`config.mk`:
```
export PLATFORM = sky130hd
export DESIGN_NAME = multicycle_ctrl
export DESIGN_NICKNAME = d
export VERILOG_FILES = /design/src/rtl/multicycle_ctrl.sv
export SDC_FILE = /design/constraint.sdc
export NUM_CORES = 1
export LEC_CHECK = 0
export ABC_AREA = 1
export CAP_MARGIN = 20
export CORE_ASPECT_RATIO = 1.75
export CORE_MARGIN = 4
export CORE_UTILIZATION = 30
export CTS_CLUSTER_DIAMETER = 50
export DETAILED_ROUTE_END_ITERATION = 12
export GPL_ROUTABILITY_DRIVEN = 0
export PLACE_DENSITY = 0.57
export SYNTH_ARGS = -nofsm -noshare
export SYNTH_HDL_FRONTEND = slang
export SYNTH_SLANG_ARGS = --single-unit
```
`constraint.sdc`:
```
create_clock -name clk -period 2.2 [get_ports clk]
set_clock_uncertainty 0.1 [all_clocks]
set_input_delay 0.33 -clock clk [delete_from_list [all_inputs] [get_ports clk]]
set_output_delay 0.33 -clock clk [all_outputs]
set_load 0.01 [all_outputs]
```
`src/rtl/multicycle_ctrl.sv`:
```
// Multicycle RISC-V subset controller (addi, lw, bne).
// Moore-decoded controls, with a per-wait-state memory timeout that traps the core.
module multicycle_ctrl #(
  parameter int OPCODE_WIDTH = 7,
  parameter int ALU_WIDTH    = 2,
  parameter int IMM_WIDTH    = 3,
  parameter int TIMEOUT      = 16
) (
  input  logic                    clk,
  input  logic                    rst_n,
  input  logic [OPCODE_WIDTH-1:0] opcode,
  input  logic [2:0]              funct3,
  input  logic                    zero,
  input  logic                    mem_ready,
  output logic                    mem_req,
  output logic                    mem_addr_sel,
  output logic                    ir_we,
  output logic                    pc_we,
  output logic                    pc_src,
  output logic                    alu_src,
  output logic [ALU_WIDTH-1:0]    alu_ctrl,
  output logic [IMM_WIDTH-1:0]    imm_src,
  output logic                    reg_we,
  output logic                    result_src,
  output logic                    halt,
  output logic [1:0]              trap_cause,
  output logic [31:0]             retired
);

  typedef enum logic [2:0] {
    FETCH, DECODE, EXEC, MEM, WB_ALU, WB_MEM, BRANCH, TRAP
  } state_t;

  localparam logic [OPCODE_WIDTH-1:0] OP_ADDI = OPCODE_WIDTH'(7'b0010011);
  localparam logic [OPCODE_WIDTH-1:0] OP_LW   = OPCODE_WIDTH'(7'b0000011);
  localparam logic [OPCODE_WIDTH-1:0] OP_BNE  = OPCODE_WIDTH'(7'b1100011);
  localparam logic [7:0]              LIMIT   = 8'(TIMEOUT - 1);

  state_t     state, state_n;
  logic [7:0] wait_cnt;
  logic       is_load;
  logic [1:0] cause_n;
  logic       timeout;

  assign timeout = (wait_cnt == LIMIT) && !mem_ready;

  // State, wait counter, load flag, trap cause and retire counter
  always_ff @(posedge clk or negedge rst_n) begin
    if (!rst_n) begin
      state      <= FETCH;
      wait_cnt   <= '0;
      is_load    <= 1'b0;
      trap_cause <= 2'd0;
      retired    <= '0;
    end else begin
      state      <= state_n;
      trap_cause <= cause_n;
      if (state_n != state)
        wait_cnt <= '0;
      else if ((state == FETCH || state == MEM) && !mem_ready)
        wait_cnt <= wait_cnt + 8'd1;
      if (state == DECODE)
        is_load <= (opcode == OP_LW);
      if (state == WB_ALU || state == WB_MEM || state == BRANCH)
        retired <= retired + 32'd1;
    end
  end

  always_comb begin
    state_n = state;
    cause_n = trap_cause;
    case (state)
      FETCH:
        if (mem_ready) state_n = DECODE;
        else if (timeout) begin state_n = TRAP; cause_n = 2'd2; end
      DECODE:
        if ((opcode == OP_ADDI && funct3 == 3'b000) ||
            (opcode == OP_LW   && funct3 == 3'b010))
          state_n = EXEC;
        else if (opcode == OP_BNE && funct3 == 3'b001)
          state_n = BRANCH;
        else begin
          state_n = TRAP;
          cause_n = 2'd1;
        end
      EXEC:    state_n = is_load ? MEM : WB_ALU;
      MEM:
        if (mem_ready) state_n = WB_MEM;
        else if (timeout) begin state_n = TRAP; cause_n = 2'd2; end
      WB_ALU, WB_MEM, BRANCH: state_n = FETCH;
      TRAP:    state_n = TRAP;
      default: state_n = FETCH;
    endcase
  end

  // Only ir_we/pc_we in FETCH and pc_we in BRANCH look at inputs
  always_comb begin
    mem_req      = 1'b0;
    mem_addr_sel = 1'b0;
    ir_we        = 1'b0;
    pc_we        = 1'b0;
    pc_src       = 1'b0;
    alu_src      = 1'b0;
    alu_ctrl     = ALU_WIDTH'(0);
    imm_src      = IMM_WIDTH'(0);
    reg_we       = 1'b0;
    result_src   = 1'b0;
    halt         = 1'b0;
    case (state)
      FETCH: begin
        mem_req = 1'b1;
        ir_we   = mem_ready;
        pc_we   = mem_ready;
      end
      EXEC: alu_src = 1'b1;
      MEM: begin
        mem_req      = 1'b1;
        mem_addr_sel = 1'b1;
      end
      WB_ALU: reg_we = 1'b1;
      WB_MEM: begin
        reg_we     = 1'b1;
        result_src = 1'b1;
      end
      BRANCH: begin
        alu_ctrl = ALU_WIDTH'(1);
        imm_src  = IMM_WIDTH'(3);
        pc_src   = 1'b1;
        pc_we    = !zero;
      end
      TRAP:    halt = 1'b1;
      default: ;
    endcase
  end

endmodule

```
* Yosys cells after proc, flatten, opt, wreduce, memory -nomap -nowiden
Index checks and enable logic that the tools add are counted.
** Cells by class
- Add/sub/neg operators :: 2
- Equality and inequality tests :: 18
- Multiplexer cells :: 25
- Reductions and logical operators :: 19
** Operators with widths (number)
- $add 32x1->32 const B :: 1
- $pmux 3 s6 :: 1
- $mux 8 :: 2
- $mux 3 :: 5
- $eq 3x3->1 const B :: 4
- $mux 1 :: 10
- $mux 2 :: 5
- $eq 3x2->1 const B :: 3
- $add 8x1->8 const B :: 1
- $eq 8x4->1 const B :: 1
- $eq 7x2->1 const B :: 1
- $eq 7x5->1 const B :: 1
- $eq 7x7->1 const B :: 1
- $eq 3x1->1 const B :: 2
- $logic_not 3->1 :: 2
- $ne 2x2->1 const B :: 3
- $logic_and 1x1->1 :: 5
- $reduce_and 5->1 :: 1
- $logic_or 1x1->1 :: 4
- $pmux 2 s2 :: 1
- $reduce_bool 2->1 :: 2
- $reduce_or 2->1 :: 2
- $ne 3x3->1 :: 1
- $reduce_or 3->1 :: 1
- other kinds (3) :: 4
** Word-level totals
- Flip-flop bits (word level) :: 46
- Bits of input ports :: 14

* Depth between registers and ports, before layout
Gate-level depths: netlist of run 1.
- Depth after elaboration :: 7
- Gate-level depth with buffers :: 12
- Depth with buffers taken out :: 11

* Worst setup path before layout of run 1
OpenSTA, ideal clock, no wires.
- Path kind :: flip-flop to flip-flop
- From :: reg retired[1]
- To :: reg retired[28]
- Library setup time :: 0.127 ns
- Data arrival time :: 1.520 ns
- Data required time :: 1.973 ns
- Slack :: 0.453 ns
- Stages on the path, launching flop included :: 10
- Path buffers :: 0
- Cell sequence :: dfrtp_1 ha_1 nand3_1 nor2_2 nand2_2 nor3b_4 nand2_2 nor2_2 nand2_1 xnor2_1
** On the way
- Word-level cells in the longest chain between the ends :: 1
** RTL lines
- from (decl) :: line 27 : output logic [31:0] retired
- from (signal assigned) :: line 65 : retired <= retired + 32'd1;
- $add 32x1->32 :: line 65
No other way between the ends.
A chain may end at the register's enable or synchronous reset.

* Worst setup path in the final report of run 1
- From :: reg state[1]
- To :: out result_src
** On the way
- Word-level cells in the longest chain between the ends :: 2
** RTL lines
- from (decl) :: line 39 : state_t state, state_n;
- from (signal assigned) :: line 56 : state <= state_n;
- $eq 3x3->1 :: line 109 : case (state)
- $mux 1 :: line 109
- to (decl) :: line 24 : output logic result_src,
No other way between the ends.

==> flow_summary.yaml, run 1 <==
setup_path:
  crit_slowest_cell: "clkdlybuf4s50_1"
  cp.arrival_ns: 1.58
  required_ns: 1.77
  slowest_delay_ns: 0.55
  path_class: "flip-flop to output port"
  cp-start-kind: "flip-flop"
  end_kind: "output port"
  crit_chain: "inv_2 > nand2_1 > nor2_1 > clkdlybuf4s50_1"
  worst-path-max-fanout: 5
  critPathBufInv: 2
  cp_top_family: "buffers and inverters"
logic_synthesis:
  synth_area_um2: 2550
  synth_top_cell_by_area: "dfrtp_1"
  synthTopCellsByArea: "dfrtp_1 (45%), nand2_1 (8.7%), xor2_1 (6.5%), nor2_1 (5.6%), xnor2_1 (5.5%)"
  yosysTopAreaCellShare: 0.451
  synth.avg_cell_area_um2: 8.74
  yosysUniqueCellTypes: 36
  yosysSeqAreaShare: 0.451
  async_reset_ff_frac: 1.00
  synth-edff-count: 0
  syn_inst: 292
  synth_warnings: 0
  synth_ff_type: "dfrtp_1"
  synth_seq_cells: 46
global_routing:
  grt_start_max_net_pins: 47
  grt_pass1_wl_mm: 9.63
  grt_overflow: 0
  grt_pass1_vias: 2074
  track_usage: 0.120
  antenna_found_initial: 0
clock_network:
  clock-sinks: 46
  clk_latency_ns: 0.29
  clk_pin_slew_ns: 0.06
  htree_levels: 2
  cts_buffers: 5
  root_buffer: "clkbuf_16"
  cts_buffer_depth: 2
  cts_tree: "yes"
  cts_hold_buffers: 0
final_layout:
  design_area_um2: 3460
  layout.cells.non_filler: 472
  post-route-util: 0.416
  n_antenna_cell: 0
  layout-drive-gt1-share: 0.132
  final_net_count: 372
  areaGrowthSynthToFinish_pct: 35.4
detailed_routing:
  first_iter_violations: 45
  drc: 0
  finalWirelength_mm: 5.74
  first_pass_iters: 4
  dr_total_vias: 2039
  wl_per_cell_um: 12.2
  via_per_inst: 4.32
  drtAntennaViolNets: 0
timing:
  fmax_mhz: 496
  slew_viol_final: 0
  worstMarginPinSlew_ns: 0.602
  max_slew_margin: 0.599
  fin_crit_ns: 2.01
  rsz0062_at_grt: "false"
  post-route-period-util: 0.916
  fin_setup_tns_ns: 0
  setup_viol: 0
  hold_viol: 0
run_status:
  outcome: "finished clean"
floorplanning:
  die_w_um: 77.7
  placementRows: 44
  start_util: 0.307
  pin_count: 62
  chipHeight_um: 130
  core-area_um2: 8310
  die-area_um2: 10100
power_and_ir_drop:
  vdd_ir_drop_max_v: 0.000691
  powerDensity_nw_per_um2: 896
  p_leak_nw: 1.83
  power_mw: 3.10
placed_design:
  hpwl_mm: 4.30
  port_buffers: 59
  numPlacedInstances: 463
  post_dp_cell_area_um2: 3250
flow_run:
  timing.max_cap.violations: 0
worst_hold_path:
  hp-class: "input port to async pin"
==> logic make-up after synthesis <==
| family | synth area share |
|---|---|
| AND/OR/NAND/NOR | 0.303 |
| buffers and inverters | 0.0799 |
| flip-flops | 0.451 |
| XOR/XNOR | 0.120 |
| AO/OA/AOI/OAI | 0.0343 |
| adder cells (fa/ha/maj) | 0.00980 |
| other | 0.00147 |
==> where the power goes <==
group	internal (mW)	switching, mW	total (mW)
registers	0.957	0.142	1.10
clock network	0.538	0.315	0.853
logic	0.501	0.645	1.15
==> through the flow <==
step	setup WS (ns)	hold WS (ns)
floorplan	0.453	-0.0656
global placement	0.120	0.364
detailed placement	0.117	0.369
CTS	0.0193	0.0598
global route	0.0732	0.0815
finish	0.185	0.0282
==> state kept, by name, indices dropped and copies added (netlist names) <==
register    count
retired        32
wait_cnt        8
state           3
trap_cause      2
is_load         1
==> routing by layer <==
layer,part of all wire,GRT usage,vias up
met5,0,0,-
met4,0.022,0.0545,0
met3,0.053,0.0345,9
met2,0.53,0.216,53
met1,0.40,0.129,953
li1,-,-,1024
==> layout make-up <==
class                      count  area [um2]
multi-input combinational    201        1210
clock buffer                   7         133
inverter                      39         148
fill                         835        4860
timing repair buffer          63         634
sequential                    46        1150
tap                          115         144
clock inverter                 1        30.0
==> worst reg2reg max path, delay by kind of cell, from the launching register on <==
kind                       cells  cell delay, ns
adders and majority gates      1            0.20
and+or+nand+nor                7            0.98
xor gates and xnor gates       1            0.13
DFF                            1            0.41
==> layout by cell type, fill, tap and decap left out, drive strengths merged <==
cell,instances
nand3b,1
a31oi,1
clkinv,1
a21boi,1
and3,2
o21ai,2
bufinv,1
nor2,47
ha,2
nor3,3
xor2,19
xnor2,16
conb,2
o21bai,1
nand4,9
o32ai,1
a21oi,4
inv,38
o31ai,1
clkbuf,7
buf,5
nand2,68
o2111ai,1
dfrtp,46
nor3b,2
nand3,18
dlygate4sd2,1
dlymetal6s2s,8
clkdlybuf4s50,49
==> cell usage after synthesis (2+ instances only) <==
| library cell | count |
|---|---|
| a21oi_1 | 3 |
| nor2_1 | 38 |
| nand2_4 | 5 |
| nor2_2 | 4 |
| buf_4 | 6 |
| nand2_1 | 59 |
| nand3_2 | 3 |
| xor2_1 | 19 |
| nand4_1 | 8 |
| o21ai_0 | 2 |
| nor3_1 | 2 |
| xnor2_1 | 16 |
| nand2_2 | 4 |
| nor2_4 | 4 |
| ha_1 | 2 |
| nand3_1 | 15 |
| and3_1 | 2 |
| dfrtp_1 | 46 |
| inv_1 | 37 |
==> what timing repair did <==
item | CTS | global route
gates cloned | 0 | 0
gates resized for setup | 8 | 9
endpoints found under the setup margin | 8 | 8
buffers inserted | 0 | 1
==> worst paths after layout <==
| kind | slack (ns) | end | cells after the start | startpoint |
|---|---|---|---|---|
| worst min-delay path | 0.03 | retired[25] | 2 | rst_n |
| worst max register to register | 0.27 | retired[26] | 9 | retired[1] |
| worst max-delay path | 0.19 | result_src | 4 | state[1] |
| min in group clk | 0.39 | trap_cause[0] | 2 | trap_cause[0] |
| max in group asynchronous | 1.53 | state[2] | 2 | rst_n |
| worst min register to register | 0.39 | trap_cause[0] | 2 | trap_cause[0] |
Note: power is estimated with default switching activity, not from simulation.
==> run 2: changes to the inputs <==
CORE_MARGIN = 8   (was 4)
==> run 2 against run 1 <==
Effect of this change:
- clock power is 12% lower
- final cell count shrank 4.9%
- critical path depth up 1
- core utilization shrank 0.22 points
- non-clock buffer count is the same
- global-route usage shrank 1.3 points
- hold slack better by 0.35 ns
- critical path type unchanged
- highest routed layer unchanged
==> flow_summary.yaml, run 2 (same netlist as run 1, synthesis figures left out) <==
floorplanning:
  placementRows: 44
  die_w_um: 85.7
  die-area_um2: 11800
  start_util: 0.309
  chipHeight_um: 138
  pin_count: 62
  core-area_um2: 8260
setup_path:
  path_class: "flip-flop to output port"
  reg2reg_from: "retired[1]"
  r2r_cells: 9
  regToRegSetupSlack_ns: 0.26
  reg2reg_to: "retired[28]"
  required_ns: 1.77
  worst-path-max-fanout: 8
  cp.arrival_ns: 1.67
  end_kind: "output port"
  startpoint: "state[0]"
  cp-start-kind: "flip-flop"
timing:
  slew_viol_final: 0
  worst_slack_ns: 0.0992
  fmax_mhz: 476
  hold_ws_ns: 0.376
  fin_setup_tns_ns: 0
  worstMarginPinSlew_ns: 0.550
  rsz0062_at_grt: "false"
  fin_crit_ns: 2.10
  post-route-period-util: 0.955
  max_slew_margin: 0.633
  setup_viol: 0
  hold_viol: 0
final_layout:
  final_common_cell: "nand2_1"
  reg_top3: "retired (32), wait_cnt (8), state (3)"
  fillers: 834
  areaGrowthSynthToFinish_pct: 33.8
  final_net_count: 372
  mostFrequentLayoutCells: "nand2_1 (57), clkdlybuf4s50_1 (50), dfrtp_1 (44)"
  largest_reg_flops: 32
  top_register: "retired"
  layout-drive-gt1-share: 0.129
  n_antenna_cell: 0
detailed_routing:
  via_per_inst: 4.54
  first_iter_violations: 104
  drc: 0
  first_pass_iters: 4
  wl_per_cell_um: 13.4
  finalWirelength_mm: 6.00
  drtAntennaViolNets: 0
  dr_total_vias: 2038
worst_hold_path:
  holdPathStages: 1
  hold_path_end: "retired[31]"
  hp-class: "flip-flop to flip-flop"
  min-delay-start: "retired[31]"
clock_network:
  cts_tree: "yes"
  cts_buffer_depth: 2
  clk_latency_ns: 0.28
  root_buffer: "clkbuf_16"
  cts_buffers: 5
  post-cts-setup-buffers: 0
  htree_levels: 2
  clock-sinks: 46
  clk_pin_slew_ns: 0.06
global_routing:
  grt_pass1_vias: 2259
  grt_start_max_net_pins: 25
  grt_pass1_wl_mm: 10.4
  track_usage: 0.107
  antenna_found_initial: 0
  grt_overflow: 0
placed_design:
  port_buffers: 59
  hpwl_mm: 4.70
  post-place-ws_ns: 0.0839
power_and_ir_drop:
  p_leak_nw: 1.77
  vdd_ir_drop_max_v: 0.000495
  powerDensity_nw_per_um2: 873
flow_run:
  timing.max_cap.violations: 0
run_status:
  outcome: "finished clean"
-- run 2: cell count changes in the layout (fill, tap and decap cells not counted), moves of 2 or more --
cell	delta
dlygate4sd2_1	+3
dlymetal6s2s_1	-4
buf_4	-2
nor2_1	+2
nor2_2	-3
-- run 2: worst max-delay path by stage --
stage / end / slack (ns)
2_1_floorplan: retired[28] / 0.45
3_3_place_gp: pc_we / 0.11
3_5_place_dp: pc_we / 0.08
4_1_cts: halt / 0.004
5_1_grt: halt / 0.007
6_report: halt / 0.1
-- run 2: layer usage --
metal	routed length, um	global-route usage	up-vias
li1	-	-	1024
met1	2190	0.103	950
met2	3240	0.197	51
met3	368	0.0297	13
met4	197	0.0604	0
met5	0	0	-
-- run 2: critical path, cell delays in order, from the launching register on --
cell and delay [ns]:
dfrtp_2 0.48, nand2_4 0.09, inv_1 0.10, nand2_2 0.09, inv_2 0.08, clkdlybuf4s50_1 0.53
-- run 2: area by class of cell --
| type | count | area [um2] | area share |
|---|---|---|---|
| multi-input cells | 201 | 1220 | 0.356 |
| flip-flops and latches | 46 | 1150 | 0.338 |
| repair buffers | 63 | 636 | 0.186 |
| inverters | 39 | 148 | 0.0432 |
| clock buffers | 7 | 143 | 0.0418 |
| well taps | 92 | 115 | 0.0337 |
| clock inverters | 1 | 5.00 | 0.00147 |
-- run 2: through the flow --
step	area (um2)	total power, mW	utilization	instances
2_1_floorplan	2560	1.79	-	293
3_3_place_gp	3240	2.26	0.392	440
3_5_place_dp	3240	2.26	0.392	440
4_1_cts	3400	3.05	0.412	449
5_1_grt	3420	3.21	0.414	449
6_report	3420	2.98	0.414	449
-- run 2: power by group --
part | internal (mW) | leakage (nW) | switching (mW) | total, mW
Combinational | 0.489 | 1.07 | 0.654 | 1.14
Clock | 0.450 | 0.0739 | 0.301 | 0.752
Sequential | 0.955 | 0.622 | 0.135 | 1.09
Total | 1.89 | 1.77 | 1.09 | 2.98
-- run 2: repair_timing --
| action | 4_1_cts | 5_1_grt |
|---|---|---|
| setup endpoints to repair | 9 | 5 |
| cloned | 0 | 0 |
| gates resized for setup | 10 | 6 |
| hold endpoints to repair | 22 | 0 |
| hold buffers | 1 | 0 |
| pin swaps | 0 | 0 |
==> run 3: changes to the inputs <==
--- a/config.mk
+++ b/config.mk
@@ -11,3 +11,3 @@
 export CORE_MARGIN = 8
-export CORE_UTILIZATION = 30
+export CORE_UTILIZATION = 40
 export CTS_CLUSTER_DIAMETER = 50
@@ -15,3 +15,3 @@
 export GPL_ROUTABILITY_DRIVEN = 0
-export PLACE_DENSITY = 0.57
+export PLACE_DENSITY = 0.71
 export SYNTH_ARGS = -nofsm -noshare
==> constraint.sdc (replaced) <==
create_clock -name clk -period 2.2 [get_ports clk]
set_clock_uncertainty 0.1 [all_clocks]
set_input_delay 0.66 -clock clk [delete_from_list [all_inputs] [get_ports clk]]
set_output_delay 0.66 -clock clk [all_outputs]
set_load 0.01 [all_outputs]
==> run 3 against run 2 <==
Effect of this change:
- clock-buffer cell count decreased by 1
- power increased by 1.3%
- highest routed layer unchanged
- critical path type unchanged
- largest cell class unchanged
- sequential cell count unchanged
- sequential share of layout area is 1.0 points lower
==> flow_summary.yaml, run 3 (same netlist as run 1, synthesis figures left out) <==
run_status:
  outcome: "finished clean"
final_layout:
  register_area_um2: 1150
  fillers: 578
  reg_top3: "retired (32), wait_cnt (8), state (3)"
  top_register: "retired"
  largest_reg_flops: 32
  n_antenna_cell: 0
  final_common_cell: "nand2_1"
  multi_input_area_um2: 1240
  layout.cells.non_filler: 461
  mostFrequentLayoutCells: "nand2_1 (58), dfrtp_1 (46), clkdlybuf4s50_1 (44)"
  areaGrowthSynthToFinish_pct: 37.6
  layout-drive-gt1-share: 0.202
  final_net_count: 396
clock_network:
  htree_levels: 2
  clk_pin_slew_ns: 0.09
  root_buffer: "clkbuf_8"
  clk_latency_ns: 0.29
  cts_buffer_depth: 2
  cts_tree: "yes"
  clock-sinks: 46
  cts_buffers: 5
power_and_ir_drop:
  vdd_ir_drop_max_v: 0.000413
  p_leak_nw: 1.83
  powerDensity_nw_per_um2: 860
  power_mw: 3.02
setup_path:
  end_kind: "output port"
  regToRegSetupSlack_ns: 0.19
  required_ns: 1.44
  worst-path-max-fanout: 4
  cp-start-kind: "flip-flop"
  path_class: "flip-flop to output port"
  cp.arrival_ns: 1.38
global_routing:
  grt_pass1_vias: 2316
  grt_start_max_net_pins: 27
  grt_pass1_wl_mm: 10.2
  track_usage: 0.132
  grt_overflow: 0
  antenna_found_initial: 0
flow_run:
  timing.max_cap.violations: 0
floorplanning:
  die-area_um2: 9290
  pin_count: 62
  die_w_um: 76.4
  core-area_um2: 6180
  start_util: 0.413
  placementRows: 38
  chipHeight_um: 122
timing:
  fin_crit_ns: 2.14
  fmax_mhz: 468
  hold_viol: 0
  post-route-period-util: 0.971
  rsz0062_at_grt: "true"
  setup_viol: 0
  slew_viol_final: 0
detailed_routing:
  first_pass_iters: 4
  via_per_inst: 4.63
  dr_total_vias: 2134
  drtAntennaViolNets: 0
  first_iter_violations: 41
  drc: 0
  finalWirelength_mm: 5.85
  wl_per_cell_um: 12.7
placed_design:
  hpwl_mm: 4.67
  numPlacedInstances: 450
  port_buffers: 59
worst_hold_path:
  hp-class: "input port to async pin"
## run 3: cell types whose count changed in the layout (fill, tap and decap cells not counted), moves of 3 or more
| cell | previous run | this run |
|---|---|---|
| clkdlybuf4s50_1 | 50 | 44 |
| buf_4 | 2 | 26 |
| dlymetal6s2s_1 | 4 | 1 |
| clkbuf_8 | 1 | 5 |
| dlygate4sd2_1 | 4 | 7 |
| clkbuf_16 | 5 | 0 |
| buf_2 | 1 | 4 |
## run 3: critical path, cell delays in order (launching register included)
cell           delay [ns]
dfrtp_1              0.39
inv_2                0.05
nor2_1               0.13
inv_1                0.11
nor2_2               0.12
dlygate4sd2_1        0.29
## run 3: timing repair
item,4_1_cts,5_1_grt
endpoints found under the hold margin,0,0
setup buffers,3,0
pin swaps,2,2
hold buffers,0,0
resized for setup,22,16
setup endpoints to repair,12,17
## run 3: power breakdown
group          switching [mW]  internal, mW
clock network           0.278         0.224
registers              0.0977         0.950
logic                   0.764         0.708
## run 3: path summary, 6_finish.rpt
path | cells after the start | startpoint | to
setup / recovery | 5 | state[1] | imm_src[1]
hold / removal | 1 | rst_n | retired[15]
setup reg to reg | 11 | state[1] | retired[28]
hold reg to reg | 1 | retired[31] | retired[31]
max in group asynchronous | 2 | rst_n | retired[28]
min in group clk | 1 | retired[31] | retired[31]
## run 3: per-stage QoR
step	area [um2]	setup TNS, ns	setup slack, ns	hold WS (ns)	utilization
after floorplan	2560	0	0.282	0.264	-
after global routing	3510	-0.213	-0.0553	0.233	0.568
after global placement	3400	-2.23	-0.519	0.361	0.550
after CTS	3500	0	0.00120	0.221	0.566
after detailed placement	3400	-2.59	-0.525	0.364	0.550
final	3510	0	0.0641	0.213	0.568
## run 3: per-layer routing
layer | vias to the layer above | track usage | wire, um
met5 | - | 0 | 0
met3 | 9 | 0.0383 | 322
li1 | 1071 | - | -
met4 | 0 | 0.0533 | 80
met2 | 49 | 0.264 | 3280
met1 | 1005 | 0.118 | 2160
## run 3: area by class of cell
| class | count | share of cell area |
|---|---|---|
| clock inverters | 2 | 0.00392 |
| repair buffers | 87 | 0.225 |
| well taps | 80 | 0.0285 |
| inverters | 39 | 0.0420 |
| multi-input cells | 201 | 0.353 |
| clock buffers | 6 | 0.0207 |
| flip-flops and latches | 46 | 0.328 |
